$ cat config.mk
export PLATFORM = sky130hd
export DESIGN_NAME = ms_tmr32_dtg_flat
export DESIGN_NICKNAME = d
export VERILOG_FILES = /design/src/rtl/ms_tmr32_dtg_if.sv /design/src/rtl/ms_tmr32_dtg.sv /design/src/flat_wrapper.sv
export SDC_FILE = /design/constraint.sdc
export NUM_CORES = 1
export LEC_CHECK = 0
export CORE_MARGIN = 5
export CORE_UTILIZATION = 50
export CTS_CLUSTER_DIAMETER = 200
export CTS_CLUSTER_SIZE = 10
export DETAILED_ROUTE_END_ITERATION = 7
export PLACE_DENSITY = 0.87
export SLEW_MARGIN = 20
export SYNTH_ARGS = -nofsm -noshare
export SYNTH_HDL_FRONTEND = slang
export SYNTH_SLANG_ARGS = --single-unit
export TNS_END_PERCENT = 10
$ cat constraint.sdc
create_clock -name clk -period 2.77 [get_ports clk]
set_input_delay 0.554 -clock clk [delete_from_list [all_inputs] [get_ports clk]]
set_output_delay 0.554 -clock clk [all_outputs]
set_load 0.1 [all_outputs]
$ cat src/rtl/ms_tmr32_dtg_if.sv
// Control and gate-drive bundle between the timer wrapper and the dead-time generator.
interface ms_tmr32_dtg_if #(
  parameter int unsigned DT_W = 8
);
  logic            en;
  logic            pwm_in;
  logic [DT_W-1:0] dt_rise;
  logic [DT_W-1:0] dt_fall;
  logic            pol_h;
  logic            pol_l;
  logic            fault;
  logic            fault_clr;
  logic            pwm_h;
  logic            pwm_l;
  logic            dt_active;
  logic            fault_flag;

  // Wrapper side: drives controls, observes drives and status.
  modport master (
    output en, pwm_in, dt_rise, dt_fall, pol_h, pol_l, fault, fault_clr,
    input  pwm_h, pwm_l, dt_active, fault_flag
  );

  // Dead-time generator side.
  modport slave (
    input  en, pwm_in, dt_rise, dt_fall, pol_h, pol_l, fault, fault_clr,
    output pwm_h, pwm_l, dt_active, fault_flag
  );
endinterface

$ cat src/rtl/ms_tmr32_dtg.sv
// Dead-time generator: turns the single-ended timer PWM into complementary
// high/low gate drives with programmable break-before-make gaps, per-side
// polarity and a latched fault shutdown.
module ms_tmr32_dtg #(
  parameter int unsigned DT_W = 8
) (
  input logic           clk,
  input logic           rst_n,
  ms_tmr32_dtg_if.slave bus
);

  typedef enum logic [2:0] {
    IDLE    = 3'd0,
    LOW_ON  = 3'd1,
    DT_RISE = 3'd2,
    HIGH_ON = 3'd3,
    DT_FALL = 3'd4,
    FAULT   = 3'd5
  } state_e;

  state_e          state_q, state_d;
  logic [DT_W-1:0] cnt_q, cnt_d;
  logic            pwm_q;
  logic            h_on_q, l_on_q;

  // Next state and dead-time counter; fault beats disable beats normal flow.
  always_comb begin
    state_d = state_q;
    cnt_d   = cnt_q;
    if (bus.fault) begin
      state_d = FAULT;
    end else if (!bus.en && (state_q != FAULT)) begin
      state_d = IDLE;
    end else begin
      case (state_q)
        IDLE, LOW_ON, HIGH_ON: begin
          if (pwm_q && (state_q != HIGH_ON)) begin
            if (bus.dt_rise == '0) begin
              state_d = HIGH_ON;
            end else begin
              state_d = DT_RISE;
              cnt_d   = bus.dt_rise - DT_W'(1);
            end
          end else if (!pwm_q && (state_q != LOW_ON)) begin
            if (bus.dt_fall == '0) begin
              state_d = LOW_ON;
            end else begin
              state_d = DT_FALL;
              cnt_d   = bus.dt_fall - DT_W'(1);
            end
          end
        end
        DT_RISE: begin
          if (!pwm_q) begin
            state_d = LOW_ON;
          end else if (cnt_q == '0) begin
            state_d = HIGH_ON;
          end else begin
            cnt_d = cnt_q - DT_W'(1);
          end
        end
        DT_FALL: begin
          if (pwm_q) begin
            state_d = HIGH_ON;
          end else if (cnt_q == '0) begin
            state_d = LOW_ON;
          end else begin
            cnt_d = cnt_q - DT_W'(1);
          end
        end
        FAULT: begin
          if (bus.fault_clr) begin
            state_d = IDLE;
          end
        end
        default: state_d = IDLE;
      endcase
    end
  end

  // State, counter, input sample and side enables share one edge.
  always_ff @(posedge clk or negedge rst_n) begin
    if (!rst_n) begin
      state_q <= IDLE;
      cnt_q   <= '0;
      pwm_q   <= 1'b0;
      h_on_q  <= 1'b0;
      l_on_q  <= 1'b0;
    end else begin
      state_q <= state_d;
      cnt_q   <= cnt_d;
      pwm_q   <= bus.pwm_in;
      h_on_q  <= (state_d == HIGH_ON);
      l_on_q  <= (state_d == LOW_ON);
    end
  end

  // Polarity is applied after the enable flops so it follows the control bit directly.
  assign bus.pwm_h      = h_on_q ^ bus.pol_h;
  assign bus.pwm_l      = l_on_q ^ bus.pol_l;
  assign bus.dt_active  = (state_q == DT_RISE) || (state_q == DT_FALL);
  assign bus.fault_flag = (state_q == FAULT);

endmodule

$ cat src/flat_wrapper.sv
// flat-port wrapper written by rule: the top's interface ports become plain ports
module ms_tmr32_dtg_flat 
#(
  parameter int unsigned DT_W = 8
)
  (clk, rst_n, bus_en, bus_pwm_in, bus_dt_rise, bus_dt_fall, bus_pol_h, bus_pol_l, bus_fault, bus_fault_clr, bus_pwm_h, bus_pwm_l, bus_dt_active, bus_fault_flag);
  ms_tmr32_dtg_if #(.DT_W(DT_W)) bus_i ();
  input logic clk;
  input logic rst_n;
  input wire logic [$bits(bus_i.en)-1:0] bus_en;
  input wire logic [$bits(bus_i.pwm_in)-1:0] bus_pwm_in;
  input wire logic [$bits(bus_i.dt_rise)-1:0] bus_dt_rise;
  input wire logic [$bits(bus_i.dt_fall)-1:0] bus_dt_fall;
  input wire logic [$bits(bus_i.pol_h)-1:0] bus_pol_h;
  input wire logic [$bits(bus_i.pol_l)-1:0] bus_pol_l;
  input wire logic [$bits(bus_i.fault)-1:0] bus_fault;
  input wire logic [$bits(bus_i.fault_clr)-1:0] bus_fault_clr;
  output wire logic [$bits(bus_i.pwm_h)-1:0] bus_pwm_h;
  output wire logic [$bits(bus_i.pwm_l)-1:0] bus_pwm_l;
  output wire logic [$bits(bus_i.dt_active)-1:0] bus_dt_active;
  output wire logic [$bits(bus_i.fault_flag)-1:0] bus_fault_flag;
  assign bus_i.en = bus_en;
  assign bus_i.pwm_in = bus_pwm_in;
  assign bus_i.dt_rise = bus_dt_rise;
  assign bus_i.dt_fall = bus_dt_fall;
  assign bus_i.pol_h = bus_pol_h;
  assign bus_i.pol_l = bus_pol_l;
  assign bus_i.fault = bus_fault;
  assign bus_i.fault_clr = bus_fault_clr;
  assign bus_pwm_h = bus_i.pwm_h;
  assign bus_pwm_l = bus_i.pwm_l;
  assign bus_dt_active = bus_i.dt_active;
  assign bus_fault_flag = bus_i.fault_flag;
  ms_tmr32_dtg #(.DT_W(DT_W)) u_core (.clk(clk), .rst_n(rst_n), .bus(bus_i));
endmodule
==> qor.csv, run 1 <==
stage,metric,value,unit
timing,maxSlewViolCount,0,
placed_design,routabilityCongestion,0.875,
setup_path,crit_arrival,2.72,ns
final_layout,antenna_cells,0,
timing,tightest_slew,0.663,ns
clocking,clkTransAtPathRegs,0.08,ns
setup_path,end_kind,flop,
final_layout,multi_input_area,798,um^2
clocking,numCtsBuffers,3,
timing,finalSetupViolCount,0,
final_layout,drive_gt1_share,13.3,%
floorplan,fp.coreArea,0.00241,mm^2
clocking,cts_root_buf,clkbuf_4,
synth,syn_avg_cell_area,8.27,um^2
route,vias_per_cell,6.40,
setup_path,critical_path_class,primary input to flop,
synth,yosys.cell_types.count,54,
route,route.antenna.remaining_nets,0,
synth,syn-cell-area,0.00122,mm^2
floorplan,die-area,0.00354,mm^2
grt,grt_pass1_vias,1269,
synth,synth_seq_cells,14,
flow_run,max_cap_violations,0,
setup_path,cp.required,2.94,ns
setup_path,crit_buf_inv,2,
final_layout,mostFrequentLayoutCell,clkdlybuf4s50_1,
placed_design,dpl_cell_area,0.00153,mm^2
final_layout,regArea,350,um^2
setup_path,cp_slowest_cell,clkdlybuf4s50_1,
grt,overflow,0,
final_layout,fin_util,64.5,%
synth,synth_edf_count,0,
clocking,cts_tree,done,
grt,grt.total_usage,20.7,%
setup_path,critPathMaxStageDelay,0.49,ns
setup_path,worstPathCellList,clkdlybuf4s50_1 -> nor4_1 -> a21oi_1 -> a211oi_1 -> a211oi_2 -> buf_4 -> a22o_1,
clocking,cts_num_sinks,14,
placed_design,dp_hpwl,2650,um
synth,synth-main-ff-cell,dfrtp_1,
setup_path,reg2reg_setup_slack,0.40,ns
synth,syn_inst,148,
setup_path,path_delay_family,compound AO/OA/AOI/OAI gates,
timing,fmaxAchievable,392,MHz
final_layout,nFillCells,208,
clocking,post_cts_resized,0,
final_layout,instances_no_fill,203,
final_layout,area_delta_synth_final,27.1,%
final_layout,final_net_count,200,
synth,synth-seq-area-share,28.6,%
clocking,cts_buffer_depth,2,
timing,relSlewSlack,55.7,%
status,status,"finished, final reports clean",
timing,tns,0,ns
setup_path,crit_fanout,8,
grt,antenna_found_initial,0,
route,first_pass_iters,4,
final_layout,final_cell_area,0.00156,mm^2
pwr,power.density,570,mW/mm^2
clocking,post_cts_buffers,0,
timing,period_share,92.1,%
synth,yosys_warnings,0,
grt,grt_max_degree,22,
clocking,insertion_delay,0.28,ns
route,first_iter_violations,131,
timing,final.min_clock_period,2.55,ns
floorplan,start_util,50.8,%
floorplan,die_x,59.5,um
synth,async_flop_share,100,%
pwr,p_leak,0.000646,uW
route,wl,3360,um
pwr,ir_drop,0.328,mV
placed_design,numPortBuffers,27,
floorplan,rows,18,
timing,rsz0062_at_grt,false,
route,detail_route.wl_per_cell,16.6,um
route,drc,0,
floorplan,io_pins,28,
timing,final_hold_viol_count,0,
placed_design,dp.cells,200,
clocking,cts_hold_buf,0,
setup_path,start_kind,primary input,
final_layout,layout.cells.most_common_list,"23 x clkdlybuf4s50_1, 14 x dfrtp_1, 13 x a21oi_1, 12 x nor2_1, 10 x nand2_1",
synth,syn_nets,173,
grt,grt_pass1_wl,5600,um
route,via_count,1299,
min_path,min_path_type,flop to flop,
floorplan,dieHeight,59.5,um
clocking,htree_levels,1,
timing,fin_skew,0.00515,ns
[cells by family (layout without fill, tap and decap cells)]
group / count (synthesis) / count (layout) / synth area share, %
fa+ha+maj: 1 / 1 / 1.02
simple gates: 56 / 56 / 24.1
compound gates: 53 / 53 / 31.8
mux: 6 / 6 / 5.42
xor+xnor: 4 / 4 / 2.86
buf+inv: 14 / 39 / 6.13
flops: 14 / 14 / 28.6
[registers in the layout (all words and copies together) (netlist names)]
name and count:
u_core.cnt_q 8, u_core.state_q 3, u_core.h_on_q 1, u_core.l_on_q 1, u_core.pwm_q 1
[power breakdown]
group | switching, uW | internal [uW] | leakage, uW
logic | 239 | 193 | 0.000464
clock network | 62.9 | 50.4 | 0.0000138
registers | 77.6 | 264 | 0.000168
total | 380 | 507 | 0.000646
[worst register-to-register path: stages (launching register included)]
cell and delay [ns]:
dfrtp_1 0.74, inv_2 0.11, a211oi_1 0.29, a211oi_1 0.12
a211oi_2 0.56, o21ai_0 0.18, a22o_1 0.27
[cells in the mapped netlist, types with 3 or more instances]
cell type   n  area, um^2
dfrtp_1    14         350
nand2_1    10        37.5
a211oi_2    3        37.5
o22ai_1     5        31.3
buf_2       3        15.0
nor3_1      3        15.0
o21ai_0     5        25.0
nor2_1     12        45.0
a31oi_1     4        25.0
mux2i_1     4        40.0
nor4_1      6        37.5
a21o_1      3        22.5
nand4_1     3        18.8
nand3_1     7        35.0
inv_1       3        11.3
a21oi_1    13        65.1
[per-layer routing]
layer	global-route usage [%]	up-vias	part of all wire, %
li1	-	619	-
met1	28.3	614	45
met2	32.6	58	47
met3	3.49	8	6.5
met4	7.77	0	1.6
met5	0	-	0
[final cells by class]
cell class	instances	share of cell area [%]
repair buffers	31	21.1
clock buffers	3	1.45
multi-input cells	120	51.3
inverters	5	1.21
well taps	30	2.41
flip-flops and latches	14	22.5
[worst paths after layout]
| check | from | end | cells after the start |
|---|---|---|---|
| max reg2reg | u_core.pwm_q | u_core.cnt_q[2] | 6 |
| min reg2reg | u_core.cnt_q[0] | u_core.cnt_q[0] | 1 |
| max in group asynchronous | rst_n | u_core.state_q[2] | 1 |
| min | u_core.cnt_q[0] | u_core.cnt_q[0] | 1 |
| min in group asynchronous | rst_n | u_core.cnt_q[7] | 1 |
| max | bus_dt_fall[3] | u_core.cnt_q[2] | 7 |
[through the flow]
stage	total power (uW)	worst slack [ns]	hold slack (ns)
6_report	887	0.220	0.588
5_1_grt	949	0.0594	0.599
4_1_cts	885	0.291	0.564
3_5_place_dp	773	0.000415	0.547
3_3_place_gp	761	0.172	0.544
2_1_floorplan	639	0.133	0.258
(Power assumes the default switching activity.)
==> run 2: changes to the inputs <==
--- a/config.mk
+++ b/config.mk
@@ -15,4 +15,3 @@
 export SYNTH_ARGS = -nofsm -noshare
 export SYNTH_HDL_FRONTEND = slang
 export SYNTH_SLANG_ARGS = --single-unit
-export TNS_END_PERCENT = 10
==> results of run 2 <==
Same layout as run 1: the final DEF is identical, and so are final timing and power.
==> run 3: changes to the inputs <==
--- a/config.mk
+++ b/config.mk
@@ -10,7 +10,7 @@
 export CTS_CLUSTER_DIAMETER = 200
 export CTS_CLUSTER_SIZE = 10
 export DETAILED_ROUTE_END_ITERATION = 7
-export PLACE_DENSITY = 0.87
+export PLACE_DENSITY = 0.91
 export SLEW_MARGIN = 20
 export SYNTH_ARGS = -nofsm -noshare
 export SYNTH_HDL_FRONTEND = slang
==> run 3 against run 2 <==
Via count fell by 0.85%. First-iteration DRC count fell by 43%. Clock power rose by 36%. Wire length rose by 1.8%. Hold slack got worse by 0.0039 ns. Total power rose by 5.0%. Sequential cell count did not move. Clock skew rose by 0.0046 ns. Critical path type is now flop to primary output. Largest power group unchanged. Highest routed layer unchanged.
==> qor.csv, run 3 (same netlist as run 1, synthesis figures left out) <==
stage,metric,value,unit
setup_path,reg2reg_to,u_core.cnt_q[2],
setup_path,r2r_cells,6,
setup_path,crit_arrival,1.91,ns
clocking,cts_hold_buf,0,
route,first_iter_violations,75,
pwr,ir_drop,0.506,mV
final_layout,final_net_count,199,
route,detail_route.wl_per_cell,16.9,um
floorplan,rows,18,
setup_path,crit_fanout,14,
final_layout,antenna_cells,0,
setup_path,critical_path_class,flop to primary output,
min_path,min-delay-start,u_core.cnt_q[0],
route,drc,0,
placed_design,dp_hpwl,2640,um
clocking,htree_levels,1,
clocking,post_cts_resized,0,
clocking,post_cts_buffers,0,
pwr,sw_frac_of_total,42.2,%
placed_design,place_ws,0.0415,ns
timing,fin_skew,0.00972,ns
pwr,power.density,592,mW/mm^2
timing,tightest_slew,0.673,ns
final_layout,layout.cells.most_common_list,"23 x clkdlybuf4s50_1, 14 x dfrtp_1, 13 x a21oi_1, 12 x nor2_1, 10 x nand2_1",
pwr,clockPowerShare,16.5,%
clocking,numCtsBuffers,3,
final_layout,drive_gt1_share,13.3,%
timing,worst_slack,0.311,ns
placed_design,numPortBuffers,27,
timing,rsz0062_at_grt,false,
floorplan,start_util,50.8,%
grt,grt_max_degree,22,
floorplan,die_x,59.5,um
floorplan,die-area,0.00354,mm^2
timing,maxSlewViolCount,0,
final_layout,nFillCells,197,
setup_path,reg2reg_setup_slack,0.39,ns
timing,final.min_clock_period,2.46,ns
setup_path,end_kind,primary output,
final_layout,regArea,350,um^2
floorplan,io_pins,28,
placed_design,routabilityCongestion,1.05,
pwr,intPower,539,uW
clocking,cts_root_buf,clkbuf_4,
pwr,power.switching,393,uW
route,route.antenna.remaining_nets,0,
final_layout,mostFrequentLayoutCell,clkdlybuf4s50_1,
grt,overflow,0,
route,vias_per_cell,6.34,
grt,antenna_found_initial,0,
setup_path,start_kind,flop,
status,status,"finished, final reports clean",
grt,grt_pass1_wl,5720,um
clocking,cts_buffer_depth,2,
flow_run,max_cap_violations,0,
final_layout,top_register,u_core.cnt_q,
route,via_count,1288,
final_layout,fin_util,65.3,%
grt,grt_pass1_vias,1254,
timing,tns,0,ns
timing,period_share,88.8,%
clocking,insertion_delay,0.30,ns
floorplan,dieHeight,59.5,um
min_path,min_path_type,flop to flop,
grt,grt.total_usage,21.5,%
clocking,cts_num_sinks,14,
route,wl,3420,um
pwr,p_comb_share,46.8,%
floorplan,fp.coreArea,0.00241,mm^2
final_layout,reg_top3,"u_core.cnt_q (8), u_core.state_q (3)",
timing,final_hold_viol_count,0,
timing,relSlewSlack,55.0,%
final_layout,multi_input_area,798,um^2
min_path,holdPathStages,1,
timing,fmaxAchievable,407,MHz
min_path,hold_end,u_core.cnt_q[0],
clocking,cts_tree,done,
clocking,clkTransAtPathRegs,0.09,ns
route,first_pass_iters,4,
setup_path,cp.required,2.22,ns
pwr,seqPwrFrac,36.7,%
pwr,p_leak,0.000651,uW
setup_path,r2r-start,u_core.pwm_q,
timing,finalSetupViolCount,0,
final_layout,area_delta_synth_final,28.6,%
final_layout,largest_reg_flops,8,
-- run 3: cell type report --
type | count | area share [%]
clock buffers | 4 | 2.31
inverters | 5 | 1.19
multi-input cells | 120 | 50.7
flip-flops and latches | 14 | 22.3
well taps | 30 | 2.38
repair buffers | 30 | 21.1
-- run 3: power by group through the flow --
stage	logic, uW	registers (uW)	clock network (uW)
6_report	436	342	154
5_1_grt	474	351	166
4_1_cts	435	339	158
3_5_place_dp	433	342	0
3_3_place_gp	421	342	0
2_1_floorplan	327	312	0
-- run 3: critical path, cell delays in order (launching register included) --
cell and delay (ns):
dfrtp_1 0.54, xnor2_1 0.27, or2_1 0.39, inv_2 0.20, buf_12 0.21
-- run 3: worst max path at each step --
stage          depth (start not counted)              end              start  slack (ns)
6_report                               4    bus_dt_active  u_core.state_q[1]        0.31
5_1_grt                                7  u_core.cnt_q[2]     bus_dt_fall[3]        0.16
4_1_cts                                4    bus_dt_active  u_core.state_q[1]        0.34
3_5_place_dp                           7  u_core.cnt_q[2]     bus_dt_fall[3]        0.04
3_3_place_gp                           7  u_core.cnt_q[2]     bus_dt_fall[3]         0.1
2_1_floorplan                          4   bus_fault_flag  u_core.state_q[0]        0.13
-- run 3: metrics by stage --
step,instance area (um^2),hold slack [ns],total power [uW],instances
global route,1570,0.621,990,203
floorplan,1220,0.258,639,148
detailed placement,1540,0.560,776,199
CTS,1570,0.582,932,203
finish,1570,0.584,932,203
global placement,1540,0.548,763,199
-- run 3: metal layers --
metal	GRT usage (%)	wire [um]	up-vias
li1	-	-	613
met5	0	0	-
met4	12.9	110	0
met3	6.10	278	15
met2	32.8	1590	62
met1	26.5	1440	598
